## config.mk

```make
export PLATFORM = sky130hd
export DESIGN_NAME = dvi_tmds_tx
export DESIGN_NICKNAME = d
export VERILOG_FILES = /design/src/rtl/dvi_pkg.sv /design/src/rtl/dvi_tmds_tx_encoder.sv /design/src/rtl/dvi_tmds_tx.sv
export SDC_FILE = /design/constraint.sdc
export NUM_CORES = 1
export LEC_CHECK = 0
export CAP_MARGIN = 25
export CORE_MARGIN = 2
export CORE_UTILIZATION = 40
export DETAILED_ROUTE_END_ITERATION = 16
export GPL_ROUTABILITY_DRIVEN = 0
export MAX_ROUTING_LAYER = met4
export PLACE_DENSITY_LB_ADDON = 0.05
export SYNTH_ARGS = -nofsm -noshare
export SYNTH_HDL_FRONTEND = slang
export SYNTH_SLANG_ARGS = --single-unit
```

## constraint.sdc

```tcl
create_clock -name clk -period 5.3 [get_ports clk]
set_input_delay 0.53 -clock clk [delete_from_list [all_inputs] [get_ports clk]]
set_output_delay 0.53 -clock clk [all_outputs]
set_load 0.05 [all_outputs]
```

## src/rtl/dvi_pkg.sv

```systemverilog
// Shared constants, types and helpers for the DVI TMDS transmitter.
package dvi_pkg;

  localparam int SYM_W = 10;
  localparam int CNT_W = 6;

  // Control-period symbols indexed by {c1,c0}
  localparam logic [SYM_W-1:0] CTRL_00 = 10'b1101010100;
  localparam logic [SYM_W-1:0] CTRL_01 = 10'b0010101011;
  localparam logic [SYM_W-1:0] CTRL_10 = 10'b0101010100;
  localparam logic [SYM_W-1:0] CTRL_11 = 10'b1010101011;

  // TMDS clock channel: five ones then five zeros, LSB first
  localparam logic [SYM_W-1:0] CLK_PATTERN = 10'b0000011111;

  // One captured pixel as delivered by the timing generator
  typedef struct packed {
    logic       blank;
    logic       v_sync;
    logic       h_sync;
    logic [7:0] red;
    logic [7:0] green;
    logic [7:0] blue;
  } video_t;

  localparam video_t VIDEO_RST = '{blank: 1'b1, default: '0};

  // Number of set bits in a byte (0..8)
  function automatic logic [3:0] ones8(input logic [7:0] v);
    logic [3:0] n;
    n = '0;
    for (int i = 0; i < 8; i++) n = n + {3'b000, v[i]};
    return n;
  endfunction

  // Control symbol for a {c1,c0} pair
  function automatic logic [SYM_W-1:0] ctrl_sym(input logic [1:0] c);
    logic [SYM_W-1:0] s;
    unique case (c)
      2'b00:   s = CTRL_00;
      2'b01:   s = CTRL_01;
      2'b10:   s = CTRL_10;
      default: s = CTRL_11;
    endcase
    return s;
  endfunction

endpackage

```

## src/rtl/dvi_tmds_tx_encoder.sv

```systemverilog
// TMDS 8b/10b encoder for one colour channel: transition-minimising stage
// (stage 1) followed by DC balancing against a running disparity (stage 2).
// Both stages fire once per pixel, one and two clk edges after the load strobe.
module tmds_channel_encoder
  import dvi_pkg::*;
(
  input  logic             clk,
  input  logic             rst,
  input  logic             ld,
  input  logic             blank,
  input  logic [1:0]       c,
  input  logic [7:0]       d,
  output logic [SYM_W-1:0] sym
);

  logic                    st1_q, st2_q;
  logic [8:0]              qm_q, qm_d;
  logic                    blank1_q;
  logic [1:0]              c1_q;
  logic [3:0]              n1_d;
  logic [3:0]              n1q;
  logic signed [CNT_W-1:0] n1s, disp;
  logic signed [CNT_W-1:0] cnt_q, cnt_d;
  logic [SYM_W-1:0]        sym_q, sym_d;

  // Stage enables: the load strobe delayed by one and two edges
  // NOTE: sequential state uses non-blocking (<=) so every register samples
  // pre-edge values regardless of statement order.
  always_ff @(posedge clk) begin
    if (rst) begin
      st1_q <= 1'b0;
      st2_q <= 1'b0;
    end else begin
      st1_q <= ld;
      st2_q <= st1_q;
    end
  end

  // Stage 1: choose XOR or XNOR chain to minimise transitions
  always_comb begin
    logic [8:0] q;
    // NOTE: every comb output gets a default first so no path leaves it
    // unassigned, which would otherwise infer a latch.
    q    = '0;
    n1_d = ones8(d);
    // NOTE: blocking (=) here is deliberate: each chain bit reads the bit
    // computed on the previous line within the same evaluation.
    q[0] = d[0];
    if (n1_d > 4'd4 || (n1_d == 4'd4 && !d[0])) begin
      for (int i = 1; i < 8; i++) q[i] = ~(q[i-1] ^ d[i]);
      q[8] = 1'b0;
    end else begin
      for (int i = 1; i < 8; i++) q[i] = q[i-1] ^ d[i];
      q[8] = 1'b1;
    end
    qm_d = q;
  end

  // Stage 1 registers, carrying blank/control alongside the data
  always_ff @(posedge clk) begin
    if (rst) begin
      qm_q     <= '0;
      blank1_q <= 1'b1;
      c1_q     <= 2'b00;
    end else if (st1_q) begin
      qm_q     <= qm_d;
      blank1_q <= blank;
      c1_q     <= c;
    end
  end

  // Stage 2: DC balance; disp = n1q - n0q = 2*n1q - 8
  always_comb begin
    n1q   = ones8(qm_q[7:0]);
    n1s   = signed'({2'b00, n1q});
    disp  = (n1s <<< 1) - 6'sd8;
    sym_d = sym_q;
    cnt_d = cnt_q;
    if (blank1_q) begin
      sym_d = ctrl_sym(c1_q);
      cnt_d = '0;
    end else if (cnt_q == '0 || disp == '0) begin
      sym_d = {~qm_q[8], qm_q[8], qm_q[8] ? qm_q[7:0] : ~qm_q[7:0]};
      cnt_d = qm_q[8] ? (cnt_q + disp) : (cnt_q - disp);
    end else if (cnt_q[CNT_W-1] == disp[CNT_W-1]) begin
      sym_d = {1'b1, qm_q[8], ~qm_q[7:0]};
      cnt_d = cnt_q + (qm_q[8] ? 6'sd2 : 6'sd0) - disp;
    end else begin
      sym_d = {1'b0, qm_q[8], qm_q[7:0]};
      cnt_d = cnt_q - (qm_q[8] ? 6'sd0 : 6'sd2) + disp;
    end
  end

  // Stage 2 registers: output symbol and running disparity
  always_ff @(posedge clk) begin
    if (rst) begin
      sym_q <= CTRL_00;
      cnt_q <= '0;
    end else if (st2_q) begin
      sym_q <= sym_d;
      cnt_q <= cnt_d;
    end
  end

  assign sym = sym_q;

endmodule

```

## src/rtl/dvi_tmds_tx.sv

```systemverilog
// DVI/HDMI TMDS transmitter: captures one pixel per pixel_clk rising edge,
// encodes three colour channels and serialises each 10-bit symbol LSB-first.
// Optional clock channel serialiser enabled by defining DVI_TX_CLK_CH_EN;
// otherwise tmds_clk is tied low.
module dvi_tmds_tx
  import dvi_pkg::*;
(
  input  logic       clk,
  input  logic       rst,
  input  logic       pixel_clk,
  input  logic       blanking,
  input  logic       h_sync,
  input  logic       v_sync,
  input  logic [7:0] red,
  input  logic [7:0] green,
  input  logic [7:0] blue,
  output logic [2:0] tmds_d,
  output logic       tmds_clk
);

  logic                    pclk_q;
  logic                    ld;
  video_t                  vid_q;
  logic [SYM_W-1:0]        sym_b, sym_g, sym_r;
  logic [2:0][SYM_W-1:0]   sym_all;
  logic [2:0][SYM_W-1:0]   sh_q, sh_d;

  // Pixel strobe edge detector; ld marks the symbol frame boundary
  always_ff @(posedge clk) begin
    if (rst) pclk_q <= 1'b0;
    else     pclk_q <= pixel_clk;
  end

  assign ld = pixel_clk & ~pclk_q;

  // Stage 0: capture the pixel on the load edge
  always_ff @(posedge clk) begin
    if (rst) begin
      vid_q <= VIDEO_RST;
    end else if (ld) begin
      vid_q <= '{blank: blanking, v_sync: v_sync, h_sync: h_sync,
                 red: red, green: green, blue: blue};
    end
  end

  // Blue carries the syncs during blanking; green and red carry 00
  tmds_channel_encoder u_enc_b (
    .clk   (clk),
    .rst   (rst),
    .ld    (ld),
    .blank (vid_q.blank),
    .c     ({vid_q.v_sync, vid_q.h_sync}),
    .d     (vid_q.blue),
    .sym   (sym_b)
  );

  tmds_channel_encoder u_enc_g (
    .clk   (clk),
    .rst   (rst),
    .ld    (ld),
    .blank (vid_q.blank),
    .c     (2'b00),
    .d     (vid_q.green),
    .sym   (sym_g)
  );

  tmds_channel_encoder u_enc_r (
    .clk   (clk),
    .rst   (rst),
    .ld    (ld),
    .blank (vid_q.blank),
    .c     (2'b00),
    .d     (vid_q.red),
    .sym   (sym_r)
  );

  assign sym_all = {sym_r, sym_g, sym_b};

  // Serialiser next state: reload on ld (truncating any early frame),
  // otherwise shift right with zero fill (late frames emit zeros)
  always_comb begin
    sh_d = sh_q;
    for (int i = 0; i < 3; i++) begin
      sh_d[i] = ld ? sym_all[i] : {1'b0, sh_q[i][SYM_W-1:1]};
    end
  end

  // Data serialiser registers
  always_ff @(posedge clk) begin
    if (rst) sh_q <= '0;
    else     sh_q <= sh_d;
  end

  assign tmds_d = {sh_q[2][0], sh_q[1][0], sh_q[0][0]};

`ifdef DVI_TX_CLK_CH_EN
  logic [SYM_W-1:0] ck_q, ck_d;

  // Clock channel next state, framed identically to the data lanes
  always_comb begin
    ck_d = ld ? CLK_PATTERN : {1'b0, ck_q[SYM_W-1:1]};
  end

  // Clock channel serialiser register
  always_ff @(posedge clk) begin
    if (rst) ck_q <= '0;
    else     ck_q <= ck_d;
  end

  assign tmds_clk = ck_q[0];
`else
  assign tmds_clk = 1'b0;
`endif

endmodule

```

* Word-level counts from Yosys, hierarchy flattened
Index checks and enable logic that the tools add are counted.
W data, S select, Z words.
** Word-level totals
- Bits in registers :: 138
- Output and inout bits :: 4
** Operators by class
- Equal/unequal tests :: 8
- Add/subtract/negate cells :: 63
- Reductions and logical operators :: 20
- Magnitude comparators :: 3
- Bitwise logic cells :: 69
- Mux-type cells :: 37
** Operators with widths (count)
- $add A4 B1 Y4 :: 36
- $mux W10 :: 9
- $mux W6 :: 12
- $add A6 B6 Y6 :: 9
- $sub A6 B6 Y6 :: 9
- $mux W8 :: 6
- $xor A1 B1 Y1 :: 39
- $logic_not A6 Y1 :: 6
- $pmux W10 S3 :: 1
- $mux W9 :: 3
- $not A1 Y1 :: 26
- $not A8 Y8 :: 3
- $sub A5 B4 Y6 const B :: 3
- $add A1 B1 Y2 :: 6
- $eq A4 B3 Y1 const B :: 3
- $gt A4 B3 Y1 const B :: 3
- $mux W2 :: 6
- $logic_or A1 B1 Y1 :: 6
- $eq A1 B1 Y1 :: 3
- $logic_and A1 B1 Y1 :: 3
- $logic_not A1 Y1 :: 3
- $eq A2 B1 Y1 const B :: 1
- $eq A2 B2 Y1 const B :: 1
- $logic_not A2 Y1 :: 1
- other kinds (2) :: 2

* Longest topological paths before layout
- Depth in word-level cells :: 15
- Mapped depth :: 18
- Gate-level depth less buffers :: 18

* By module
Synthesis repeated with hierarchy kept, for this count alone.
** Unflattened totals
- Cell total of the unflattened synthesis :: 1051
- Area, all modules :: 9962.1 µm²
** By module, submodules not included
- dvi_tmds_tx :: seq. area each 1161.1 µm², area an instance 2687.6 µm², times used 1, cells an instance 259
- tmds_channel_encoder (u_enc_b) :: seq. area each 580.6 µm², area an instance 2444.8 µm², times used 1, cells an instance 263
- tmds_channel_encoder (u_enc_r) :: seq. area each 580.6 µm², area an instance 2418.6 µm², times used 1, cells an instance 265
- tmds_channel_encoder (u_enc_g) :: seq. area each 580.6 µm², area an instance 2411.1 µm², times used 1, cells an instance 264

* Worst setup path after synthesis
Ideal clock, no wire load.
- Path type :: register to register
- From :: reg u_enc_b.qm_q[0]
- To :: reg u_enc_b.cnt_q[5]
- Clock period less this slack :: 4.612 ns
- Data arrival time :: 4.490 ns
- Cell stages (with the launch flop) :: 17
- Path slack :: 0.688 ns
- Library setup time :: 0.122 ns
- Buffers on the path :: 1
- Path through :: dfxtp_1 -> ha_1 -> inv_1 -> fa_1 -> fa_1 -> fa_1 -> fa_1 -> xnor2_1 -> ha_1 -> clkbuf_1 -> xnor2_1 -> ha_1 -> a211oi_2 -> nor2b_1 -> o21ai_0 -> and3_1 -> a221o_1
** Between the ends
- Word-level cells in the longest chain between the ends :: 12
- Elaborated cells on any way between the ends :: 19
- Those cells by class :: add/sub (12); eq/ne (1); mux (4); reduce/logical (2)
** RTL lines
- start, declared :: line dvi_tmds_tx_encoder.sv:17 : logic [8:0] qm_q, qm_d;
- start signal, assigned :: line dvi_tmds_tx_encoder.sv:66 : qm_q <= qm_d;
- $add A1 B1 Y2 * :: line dvi_pkg.sv:32 : for (int i = 0; i < 8; i++) n = n + {3'b000, v[i]};
- $add A4 B1 Y4 * (6 in a row) :: line dvi_pkg.sv:32
- $sub A5 B4 Y6 * :: line dvi_tmds_tx_encoder.sv:76 : disp = (n1s <<< 1) - 6'sd8;
- $add A6 B6 Y6 (tied with other cells) :: line dvi_tmds_tx_encoder.sv:90 : cnt_d = cnt_q - (qm_q[8] ? 6'sd0 : 6'sd2) + disp;
- $mux W6 (tied with other cells) :: line dvi_tmds_tx_encoder.sv:85 : end else if (cnt_q[CNT_W-1] == disp[CNT_W-1]) begin
- $mux W6 * :: line dvi_tmds_tx_encoder.sv:82 : end else if (cnt_q == '0 || disp == '0) begin
- $mux W6 * :: line dvi_tmds_tx_encoder.sv:79 : if (blank1_q) begin
- end signal, assigned :: line dvi_tmds_tx_encoder.sv:101 : cnt_q <= cnt_d;
- end, declared :: line dvi_tmds_tx_encoder.sv:23 : logic signed [CNT_W-1:0] cnt_q, cnt_d;
Every way passes the cells marked *; elsewhere a longest branch is shown, timed or not.
A chain may end at the register's enable or synchronous reset.

* Worst setup path in the final report
- From :: reg u_enc_g.qm_q[0]
- To :: reg u_enc_g.cnt_q[5]
** Between the ends
- Word-level cells in the longest chain between the ends :: 12
- Elaborated cells on any way between the ends :: 19
- Those cells by class :: add/sub (12); eq/ne (1); mux (4); reduce/logical (2)
** RTL lines (line)
- start, declared :: dvi_tmds_tx_encoder.sv:17
- start signal, assigned :: dvi_tmds_tx_encoder.sv:66
- $add A1 B1 Y2 * :: dvi_pkg.sv:32
- $add A4 B1 Y4 * (6 in a row) :: dvi_pkg.sv:32
- $sub A5 B4 Y6 * :: dvi_tmds_tx_encoder.sv:76
- $add A6 B6 Y6 (tied with other cells) :: dvi_tmds_tx_encoder.sv:90
- $mux W6 (tied with other cells) :: dvi_tmds_tx_encoder.sv:85
- $mux W6 * :: dvi_tmds_tx_encoder.sv:82
- $mux W6 * :: dvi_tmds_tx_encoder.sv:79
- end signal, assigned :: dvi_tmds_tx_encoder.sv:101
- end, declared :: dvi_tmds_tx_encoder.sv:23
Marked as above.

==> impl_metrics.json <==
{
  "grt_max_degree": 63,
  "die_y_microns": 151,
  "ys_warn_count": 0,
  "p_int_mw": 2.23,
  "cts_tree": "yes",
  "cp-start-kind": "flip-flop",
  "yosysSeqAreaShare_pct": 31.3,
  "holdWs_ns": 0.440,
  "synth_cell_types": 50,
  "detail-route-antenna-nets": 0,
  "syn_inst": 988,
  "min_path_type": "flip-flop to flip-flop",
  "critical_path_required_ns": 5.60,
  "area_delta_synth_final_pct": 13.6,
  "setup-tns-final_ns": 0,
  "power_density_mw_per_mm2": 327,
  "syn_area_per_cell_sq_um": 8.74,
  "comb_power_share_pct": 26.9,
  "cts_hold_buf": 0,
  "yosys_most_used_dff": "dfxtp_1",
  "setup_viol": 0,
  "drc": 0,
  "post-route-min-period_ns": 4.89,
  "min_period_over_period_pct": 92.3,
  "seq_area_sq_mm": 0.00270,
  "hold_viol": 0,
  "multi_input_area_sq_mm": 0.00534,
  "drtIter0Drc": 209,
  "status": "complete, no violations",
  "clock_path_buffers": 2,
  "diodes": 0,
  "start_util_pct": 40.9,
  "syn_area_sq_mm": 0.00863,
  "grt-ovfl-total": 0,
  "num-fill-cells": 2122,
  "worstSkewPairLatency_ns": 0.41,
  "die-area_sq_mm": 0.0228,
  "synth_nets": 1136,
  "crit_arrival_ns": 5.19,
  "first_pass_iters": 4,
  "clock_sinks": 135,
  "power_frac_seq_pct": 34.3,
  "coreArea_sq_mm": 0.0211,
  "timing.slew.headroom_pct": 31.6,
  "leakage_nw": 4.21,
  "grt_pass1_vias": 6168,
  "cp_max_fo": 6,
  "wl_per_cell_microns": 14.4,
  "postCtsSetupBuffers": 0,
  "maxCapViolations": 0,
  "skew_ns": 0.00744,
  "synth_edf_count": 0,
  "async_flop_share_pct": 0,
  "vias_per_cell": 4.83,
  "ir_drop_uv": 239,
  "max_freq_mhz": 204,
  "htree_levels": 4,
  "crit_type": "flip-flop to flip-flop",
  "cts_resized": 0,
  "drive_above_1_share_pct": 6.82,
  "place_hpwl_microns": 13200,
  "vias": 6221,
  "end_kind": "flip-flop",
  "numPortBuffers": 32,
  "io_pins": 34,
  "rsz0062_at_grt": "no",
  "path_clk_slew_ns": 0.06,
  "layout.nets": 1147,
  "sw_frac_of_total_pct": 30.5,
  "totalWireLength_microns": 18600,
  "synth-seq-cells": 135,
  "cts_made_buffers": 17,
  "grtUsageTotal_pct": 18.1,
  "power.switching_mw": 0.976,
  "p_clk_share_pct": 38.8,
  "cts_root_buffer": "clkbuf_16",
  "antenna_found_initial": 0,
  "grt_pass1_wl_microns": 31600,
  "worst_pin_slew_ns": 1.03,
  "rows": 53,
  "die_w_microns": 151,
  "final_max_slew_viol_count": 0
}
registers in the layout, summed over array words and instances (netlist names), 5 cells and up:
register       cells
sh_q              27
vid_q             27
u_enc_b.sym       10
u_enc_g.sym       10
u_enc_r.sym       10
u_enc_b.qm_q       9
u_enc_g.qm_q       9
u_enc_r.qm_q       9
u_enc_b.cnt_q      5
u_enc_g.cnt_q      5
u_enc_r.cnt_q      5
power groups by stage:
stage / sequential [mW] / combinational, mW / clock, mW
finish: 1.10 / 0.861 / 1.24
CTS: 1.10 / 0.869 / 1.27
global placement: 1.13 / 0.853 / 0
detailed placement: 1.13 / 0.862 / 0
floorplan: 1.10 / 0.691 / 0
global route: 1.10 / 0.996 / 1.32
metal layers:
metal / vias up / share of wire (%) / routed length (microns) / track usage [%]
li1: 3231 / - / - / -
met1: 2901 / 52 / 9640 / 24.7
met2: 81 / 45 / 8350 / 28.3
met3: 8 / 2.5 / 457 / 3.10
met4: 0 / 0.62 / 116 / 4.02
met5: - / 0 / 0 / -
cells by family after synthesis:
group	synth area share (%)
buffers and inverters	6.91
muxes	4.03
and+or+nand+nor	12.3
other	0.0434
xor gates and xnor gates	10.7
DFF	31.3
adders and majority gates	20.5
AOI/OAI and AO/OA	14.2
final timing paths:
check | start | endpoint | slack, ns | depth (start not counted)
max | u_enc_g.qm_q[0]$_SDFFE_PP0P_ | u_enc_g.cnt_q[5]$_SDFFE_PP0P_ | 0.41 | 14
min | sh_q[19]$_SDFF_PP0_ | sh_q[18]$_SDFF_PP0_ | 0.44 | 2
max reg2reg | u_enc_g.qm_q[0]$_SDFFE_PP0P_ | u_enc_g.cnt_q[5]$_SDFFE_PP0P_ | 0.41 | 14
min reg2reg | sh_q[19]$_SDFF_PP0_ | sh_q[18]$_SDFF_PP0_ | 0.44 | 2
cell usage in the layout, fill, tap and decap left out, types with 18 or more instances in the layout:
cell	n
o21ai_0	33
a21oi_1	91
fa_1	39
xnor2_1	69
nand2_1	146
a21o_1	20
ha_1	79
dfxtp_1	134
nor2_1	65
inv_1	101
mux2i_1	28
xor2_1	18
clkdlybuf4s50_1	31
area by class of cell:
class                      count  share of cell area [%]
clock buffer                  20                    4.66
clock inverter                12                    1.68
inverter                     102                    3.90
tap                          275                    3.51
timing repair buffer          43                    4.21
multi-input combinational    700                    54.5
sequential                   135                    27.6
cells in the mapped netlist (3+ instances only):
| master | number | area [sq um] |
|---|---|---|
| a211oi_1 | 10 | 75.1 |
| a21boi_0 | 3 | 22.5 |
| a21o_1 | 20 | 150 |
| a21oi_1 | 91 | 455 |
| a31oi_1 | 6 | 37.5 |
| and2_1 | 6 | 37.5 |
| buf_1 | 3 | 11.3 |
| buf_2 | 6 | 30.0 |
| buf_4 | 4 | 30.0 |
| clkbuf_1 | 38 | 143 |
| dfxtp_1 | 135 | 2700 |
| fa_1 | 39 | 781 |
| ha_1 | 79 | 988 |
| inv_1 | 101 | 379 |
| mux2i_1 | 28 | 280 |
| nand2_1 | 146 | 548 |
| nand2b_1 | 5 | 31.3 |
| nor2_1 | 65 | 244 |
| nor2b_1 | 12 | 75.1 |
| nor3b_1 | 5 | 37.5 |
| o211a_1 | 4 | 40.0 |
| o211ai_1 | 7 | 52.6 |
| o21ai_0 | 33 | 165 |
| o21ai_1 | 8 | 40.0 |
| o22ai_1 | 7 | 43.8 |
| xnor2_1 | 69 | 604 |
| xnor2_2 | 10 | 163 |
| xor2_1 | 18 | 158 |
through the flow:
step	cells	instance area (sq um)	utilization (%)	power, mW	worst slack (ns)
finish	1287	9810	46.5	3.20	0.410
global route	1287	9810	46.5	3.42	0.101
CTS	1286	9790	46.4	3.24	0.419
detailed placement	1254	9170	43.5	1.99	0.445
global placement	1254	9170	43.5	1.98	0.514
floorplan	988	8630	-	1.80	0.688
worst max-delay path, stage by stage, from the launching register on:
cell,delay (ns)
dfxtp_1,0.33
ha_1,0.28
inv_1,0.05
fa_1,0.50
fa_1,0.52
fa_1,0.47
fa_1,0.39
xnor2_1,0.50
ha_1,0.44
xnor2_1,0.16
ha_1,0.33
a211oi_1,0.27
nor2b_1,0.17
o21ai_0,0.09
a41o_1,0.27
No activity file was read; power rests on OpenSTA's default activity.
